$ cat src/rtl/spi_responder.sv
// SPI mode-0 responder: receives an 8-bit command then an 8-bit data byte,
// returning a response byte on MISO during the data phase.
module spi_responder #(
    parameter int SYNC_STAGES = 2
) (
    input  logic       clk,
    input  logic       rst,
    input  logic       spi_clk,
    input  logic       spi_cs,
    input  logic       spi_mosi,
    output logic       spi_miso,
    output logic       cmd_valid,
    output logic [7:0] cmd_byte,
    input  logic [7:0] rsp_data,
    output logic       rx_valid,
    output logic [7:0] rx_data,
    output logic       frame_err,
    output logic       busy
);

    typedef enum logic [1:0] {
        WAIT_IDLE = 2'd0,
        IDLE      = 2'd1,
        CMD       = 2'd2,
        DATA      = 2'd3
    } state_t;

    logic [SYNC_STAGES-1:0] sclk_sync;
    logic [SYNC_STAGES-1:0] cs_sync;
    logic [SYNC_STAGES-1:0] mosi_sync;
    logic                   sclk_prev;
    logic                   cs_prev;

    logic sclk_last;
    logic cs_last;
    logic mosi_last;
    logic sclk_rise;
    logic sclk_fall;
    logic cs_rise;
    logic cs_fall;

    state_t     state_q,      state_n;
    logic [4:0] bit_cnt_q,    bit_cnt_n;
    logic [6:0] cmd_shift_q,  cmd_shift_n;
    logic [7:0] data_shift_q, data_shift_n;
    logic [6:0] rsp_shift_q,  rsp_shift_n;
    logic       miso_q,       miso_n;
    logic       cmd_valid_q,  cmd_valid_n;
    logic [7:0] cmd_byte_q,   cmd_byte_n;
    logic       rx_valid_q,   rx_valid_n;
    logic [7:0] rx_data_q,    rx_data_n;
    logic       frame_err_q,  frame_err_n;
    logic       busy_n;

    assign sclk_last = sclk_sync[SYNC_STAGES-1];
    assign cs_last   = cs_sync[SYNC_STAGES-1];
    assign mosi_last = mosi_sync[SYNC_STAGES-1];
    assign sclk_rise = sclk_last  & ~sclk_prev;
    assign sclk_fall = ~sclk_last & sclk_prev;
    assign cs_rise   = cs_last    & ~cs_prev;
    assign cs_fall   = ~cs_last   & cs_prev;

    // State and all registered outputs.
    always_ff @(posedge clk) begin
        if (!rst) begin
            sclk_sync    <= '0;
            cs_sync      <= '0;
            mosi_sync    <= '0;
            sclk_prev    <= 1'b0;
            cs_prev      <= 1'b0;
            state_q      <= WAIT_IDLE;
            bit_cnt_q    <= 5'd0;
            cmd_shift_q  <= 7'd0;
            data_shift_q <= 8'd0;
            rsp_shift_q  <= 7'd0;
            miso_q       <= 1'b0;
            cmd_valid_q  <= 1'b0;
            cmd_byte_q   <= 8'd0;
            rx_valid_q   <= 1'b0;
            rx_data_q    <= 8'd0;
            frame_err_q  <= 1'b0;
        end else begin
            sclk_sync    <= {sclk_sync[SYNC_STAGES-2:0], spi_clk};
            cs_sync      <= {cs_sync[SYNC_STAGES-2:0], spi_cs};
            mosi_sync    <= {mosi_sync[SYNC_STAGES-2:0], spi_mosi};
            sclk_prev    <= sclk_last;
            cs_prev      <= cs_last;
            state_q      <= state_n;
            bit_cnt_q    <= bit_cnt_n;
            cmd_shift_q  <= cmd_shift_n;
            data_shift_q <= data_shift_n;
            rsp_shift_q  <= rsp_shift_n;
            miso_q       <= miso_n;
            cmd_valid_q  <= cmd_valid_n;
            cmd_byte_q   <= cmd_byte_n;
            rx_valid_q   <= rx_valid_n;
            rx_data_q    <= rx_data_n;
            frame_err_q  <= frame_err_n;
        end
    end

    // Next-state logic; CS deassertion always wins over a same-cycle SCLK edge.
    always_comb begin
        state_n = state_q;
        case (state_q)
            WAIT_IDLE: if (cs_last) state_n = IDLE;
            IDLE:      if (!cs_rise && cs_fall) state_n = CMD;
            CMD: begin
                if (cs_rise)
                    state_n = IDLE;
                else if (sclk_fall && bit_cnt_q == 5'd8)
                    state_n = DATA;
            end
            DATA:      if (cs_rise) state_n = IDLE;
            default:   state_n = WAIT_IDLE;
        endcase
    end

    // Datapath and output next values. cmd_valid, rx_valid and frame_err are
    // single-cycle strobes with no ready/backpressure: the consumer must
    // capture on the pulse; cmd_byte and rx_data hold until the next frame.
    always_comb begin
        bit_cnt_n    = bit_cnt_q;
        cmd_shift_n  = cmd_shift_q;
        data_shift_n = data_shift_q;
        rsp_shift_n  = rsp_shift_q;
        miso_n       = miso_q;
        cmd_valid_n  = 1'b0;
        cmd_byte_n   = cmd_byte_q;
        rx_valid_n   = 1'b0;
        rx_data_n    = rx_data_q;
        frame_err_n  = 1'b0;
        busy_n       = (state_q == CMD) || (state_q == DATA);

        if (state_q != WAIT_IDLE && cs_rise) begin
            if (bit_cnt_q == 5'd16) begin
                rx_valid_n = 1'b1;
                rx_data_n  = data_shift_q;
            end else begin
                frame_err_n = 1'b1;
            end
            miso_n = 1'b0;
        end else begin
            case (state_q)
                IDLE: begin
                    miso_n = 1'b0;
                    if (cs_fall) bit_cnt_n = 5'd0;
                end
                CMD: begin
                    if (sclk_rise && bit_cnt_q < 5'd8) begin
                        cmd_shift_n = {cmd_shift_q[5:0], mosi_last};
                        bit_cnt_n   = bit_cnt_q + 5'd1;
                        if (bit_cnt_q == 5'd7) begin
                            cmd_byte_n  = {cmd_shift_q, mosi_last};
                            cmd_valid_n = 1'b1;
                        end
                    end else if (sclk_fall && bit_cnt_q == 5'd8) begin
                        // Bit 7 goes straight to the pin; the shifter keeps the rest.
                        rsp_shift_n = rsp_data[6:0];
                        miso_n      = rsp_data[7];
                    end
                end
                DATA: begin
                    if (sclk_rise) begin
                        if (bit_cnt_q < 5'd16) begin
                            data_shift_n = {data_shift_q[6:0], mosi_last};
                            bit_cnt_n    = bit_cnt_q + 5'd1;
                        end else begin
                            bit_cnt_n = 5'd17;
                        end
                    end else if (sclk_fall && bit_cnt_q >= 5'd9 && bit_cnt_q <= 5'd15) begin
                        miso_n      = rsp_shift_q[6];
                        rsp_shift_n = {rsp_shift_q[5:0], 1'b0};
                    end
                end
                default: miso_n = 1'b0;
            endcase
        end
    end

    assign spi_miso  = miso_q;
    assign cmd_valid = cmd_valid_q;
    assign cmd_byte  = cmd_byte_q;
    assign rx_valid  = rx_valid_q;
    assign rx_data   = rx_data_q;
    assign frame_err = frame_err_q;
    assign busy      = busy_n;

endmodule

$ cat config.mk
export PLATFORM = sky130hd
export DESIGN_NAME = spi_responder
export DESIGN_NICKNAME = d
export VERILOG_FILES = /design/src/rtl/spi_responder.sv
export SDC_FILE = /design/constraint.sdc
export NUM_CORES = 1
export LEC_CHECK = 0
export ABC_AREA = 0
export BUFFER_PORTS_ARGS = -buffer_cell sky130_fd_sc_hd__buf_2
export CAP_MARGIN = 20
export CELL_PAD_IN_SITES_DETAIL_PLACEMENT = 0
export CELL_PAD_IN_SITES_GLOBAL_PLACEMENT = 1
export CORE_MARGIN = 2
export CORE_UTILIZATION = 47
export DETAILED_ROUTE_END_ITERATION = 10
export GPL_TIMING_DRIVEN = 1
export MAX_ROUTING_LAYER = met4
export PLACE_DENSITY_LB_ADDON = 0.1
export RECOVER_POWER = 25
export SLEW_MARGIN = 20
export SYNTH_ARGS = -nofsm -noshare
export SYNTH_HDL_FRONTEND = slang
export SYNTH_SLANG_ARGS = --single-unit
$ cat constraint.sdc
create_clock -name clk -period 5.99 [get_ports clk]
set_clock_uncertainty 0.15 [all_clocks]
set_input_delay 0.599 -clock clk [delete_from_list [all_inputs] [get_ports clk]]
set_output_delay 0.599 -clock clk [all_outputs]
set_load 0.02 [all_outputs]
==> qor.yml <==
worst_hold_path:
  whs_path_depth: 1
  hold_class: "reg2reg"
power:
  leakage_nw: 1.242
  p_total_uw: 796.6
  irDropWorstVdd_uv: 223.4
  power_density_nw_per_um2: 284.0
sta:
  min_period_ns: 2.638
  worst_pin_slew_ns: 1.419
  max-slew-margin-rel: 0.05276
  maxSlewViolCount: 0
  setup_viol: 0
  max_freq_mhz: 379.1
  fin_crit_sh: 0.4404
  grt_setup_unrepaired: "no"
  finalHoldViolCount: 0
  fin_hold_ws_ns: 0.2823
  fin_tns_setup_ns: 0
critical_path:
  r2r_end: "rx_data[6]"
  crit_path_start_kind: "flip-flop"
  path_class: "reg2reg"
  cp.required_ns: 6.00
  worst_setup_path_end_kind: "flip-flop"
  path_cells: "inv_1 > ha_1 > nor3b_1 > or4b_1 > mux2i_1 > nor2_1"
  r2r-start: "state_q[0]"
  crit_arrival_ns: 2.65
  critPathMaxStageDelay_ns: 0.76
  worst-path-buf-inv: 1
  slowest_stage: "or4b_1"
  cp_top_family: "simple AND/OR/NAND/NOR gates"
  rrSetupSlack_ns: 3.35
  crit_end: "rx_data[6]"
  cp.depth: 6
  crit_fanout: 9
  startpoint: "state_q[0]"
  r2r_cells: 6
yosys:
  syn-num-nets: 274
  ys.flop_type: "dfxtp_1"
  synth_area_per_cell_um2: 9.686
  seq_area_frac_synth: 0.4694
  synth_area_um2: 2431
  ys_warn_count: 0
  synthAdderAreaFrac: 0.05610
  synth_top_family_by_area: "simple AND/OR/NAND/NOR gates"
  syn_inst: 251
  synth_compound_area_frac: 0.08338
  synth_simple_gate_area_share: 0.2002
  synthXorXnorAreaFrac: 0
  synth.mux.area_fraction: 0.1523
  async_flop_share: 0
  synth_seq_cells: 57
  synth_cell_types: 37
  synth_edf_count: 0
floorplan:
  die_h_um: 75.92
  boundaryPins: 34
  rows: 26
  core_area_um2: 5042
  die_w_um: 75.92
  initial_utilization: 0.4821
  die_area_um2: 5764
placement:
  placed_area_um2: 2639
  hpwl_um: 2893
  io_buffers: 33
  finalWeightedCongestion: 0.7741
global_route:
  globalRouteMet3Util: 0.04405
  gr-usage-met1: 0.2170
  antenna_found_initial: 0
  grt.met2_usage: 0.2643
  first_global_vias: 1767
  grt_overflow_total: 0
  grt_max_degree: 47
  grt_pass1_wl_um: 7928
  busiest_layer: "met2"
  grt_usage: 0.1736
cts:
  cts_tree: "yes"
  cts.sinks: 57
  clkTransAtPathRegs_ns: 0.06
  htreeDepth: 3
  clock-root-buffer: "clkbuf_8"
  cts_made_buffers: 9
  cts_resized: 0
  clk_latency_ns: 0.32
  cts_hold_buf: 0
  cts_setup_buffers: 0
  clk_path_buf_depth: 2
detailed_routing:
  wl_um: 4399
  ant_nets: 0
  drt_iter0_drc: 66
  vias_per_cell: 5.064
  drc: 0
  wl_per_cell_um: 12.25
  dr.pass1.iters: 5
  via_count: 1818
layout:
  fillers: 497
  areaGrowthSynthToFinish_pct: 15.39
  final_common_cell: "dfxtp_1"
  diodes: 0
  fin_nets: 307
  drive_gt1_frac: 0.1488
  fin_area_um2: 2805
  final_cell_mix: "dfxtp_1, mux2i_1, nor2_1"
job:
  maxCapViolCount: 0
outcome:
  outcome: "finished, final reports clean"
cells in the mapped netlist, types with 2 or more instances:
| library cell | number | share of area |
|---|---|---|
| dfxtp_1 | 57 | 0.47 |
| mux2i_1 | 37 | 0.15 |
| nor2_1 | 37 | 0.057 |
| a21oi_1 | 13 | 0.027 |
| ha_1 | 10 | 0.051 |
| inv_1 | 10 | 0.015 |
| nand3_1 | 10 | 0.021 |
| nor3b_1 | 8 | 0.025 |
| and2_1 | 7 | 0.018 |
| buf_2 | 6 | 0.012 |
| nand2_1 | 6 | 0.0093 |
| nand2b_1 | 6 | 0.015 |
| o21ai_0 | 5 | 0.010 |
| clkbuf_1 | 4 | 0.0062 |
| o31ai_1 | 4 | 0.012 |
| a31oi_1 | 3 | 0.0077 |
| or4_1 | 3 | 0.0093 |
| buf_1 | 2 | 0.0031 |
| nor3_1 | 2 | 0.0041 |
| nor4_1 | 2 | 0.0051 |
| o21a_1 | 2 | 0.0062 |
| or4b_1 | 2 | 0.0082 |
metrics by stage:
step           std cells  utilization  worst slack (ns)
4_1_cts              359       0.5593             3.342
3_3_place_gp         343       0.5233             3.392
3_5_place_dp         343       0.5233             3.363
6_report             359       0.5563             3.352
5_1_grt              359       0.5563             3.170
2_1_floorplan        251            -             3.747
layer usage:
metal | routed length (µm) | vias to the layer above
li1 | - | 944
met1 | 2212 | 840
met2 | 1948 | 26
met3 | 152 | 8
met4 | 85 | 0
met5 | 0 | -
flip-flops by register name (all words and copies together) (netlist names):
name	cells
cmd_byte	8
rsp_shift_q	7
sclk_prev	1
cs_prev	1
rx_valid	1
mosi_sync	2
cmd_valid	1
bit_cnt_q	5
cs_sync	2
spi_miso	1
frame_err	1
rx_data	8
state_q	2
sclk_sync	2
cmd_shift_q	7
data_shift_q	8
power by group:
| group | total [mW] | switching [mW] | internal [mW] |
|---|---|---|---|
| Clock | 0.317 | 0.147 | 0.170 |
| Combinational | 0.0779 | 0.0479 | 0.0300 |
| Sequential | 0.402 | 0.0107 | 0.391 |
| Total | 0.797 | 0.205 | 0.591 |
area by class of cell:
type                            count  area (µm²)  share of cell area
Multi-Input combinational cell    171        1196              0.4264
Inverter                           11       41.29             0.01472
Sequential cell                    57        1141              0.4068
Clock inverter                      5       30.03             0.01070
Timing Repair Buffer               34       157.7             0.05620
Clock buffer                       11       151.4             0.05397
Tap cell                           70       87.58             0.03122
cell families after synthesis:
family / Yosys count
flip-flops: 57
buffers and inverters: 23
AO/OA/AOI/OAI: 33
adder cells (fa/ha/maj): 11
multiplexers: 37
AND/OR/NAND/NOR: 90
how the worst min path moves through the flow:
| stage | start | end |
|---|---|---|
| after floorplan | cs_sync[0] | cs_sync[1] |
| after global placement | mosi_sync[0] | mosi_sync[1] |
| after detailed placement | mosi_sync[0] | mosi_sync[1] |
| after CTS | mosi_sync[0] | mosi_sync[1] |
| after global routing | sclk_sync[0] | sclk_sync[1] |
| final | mosi_sync[0] | mosi_sync[1] |
Power figures use the tool's default switching activity.
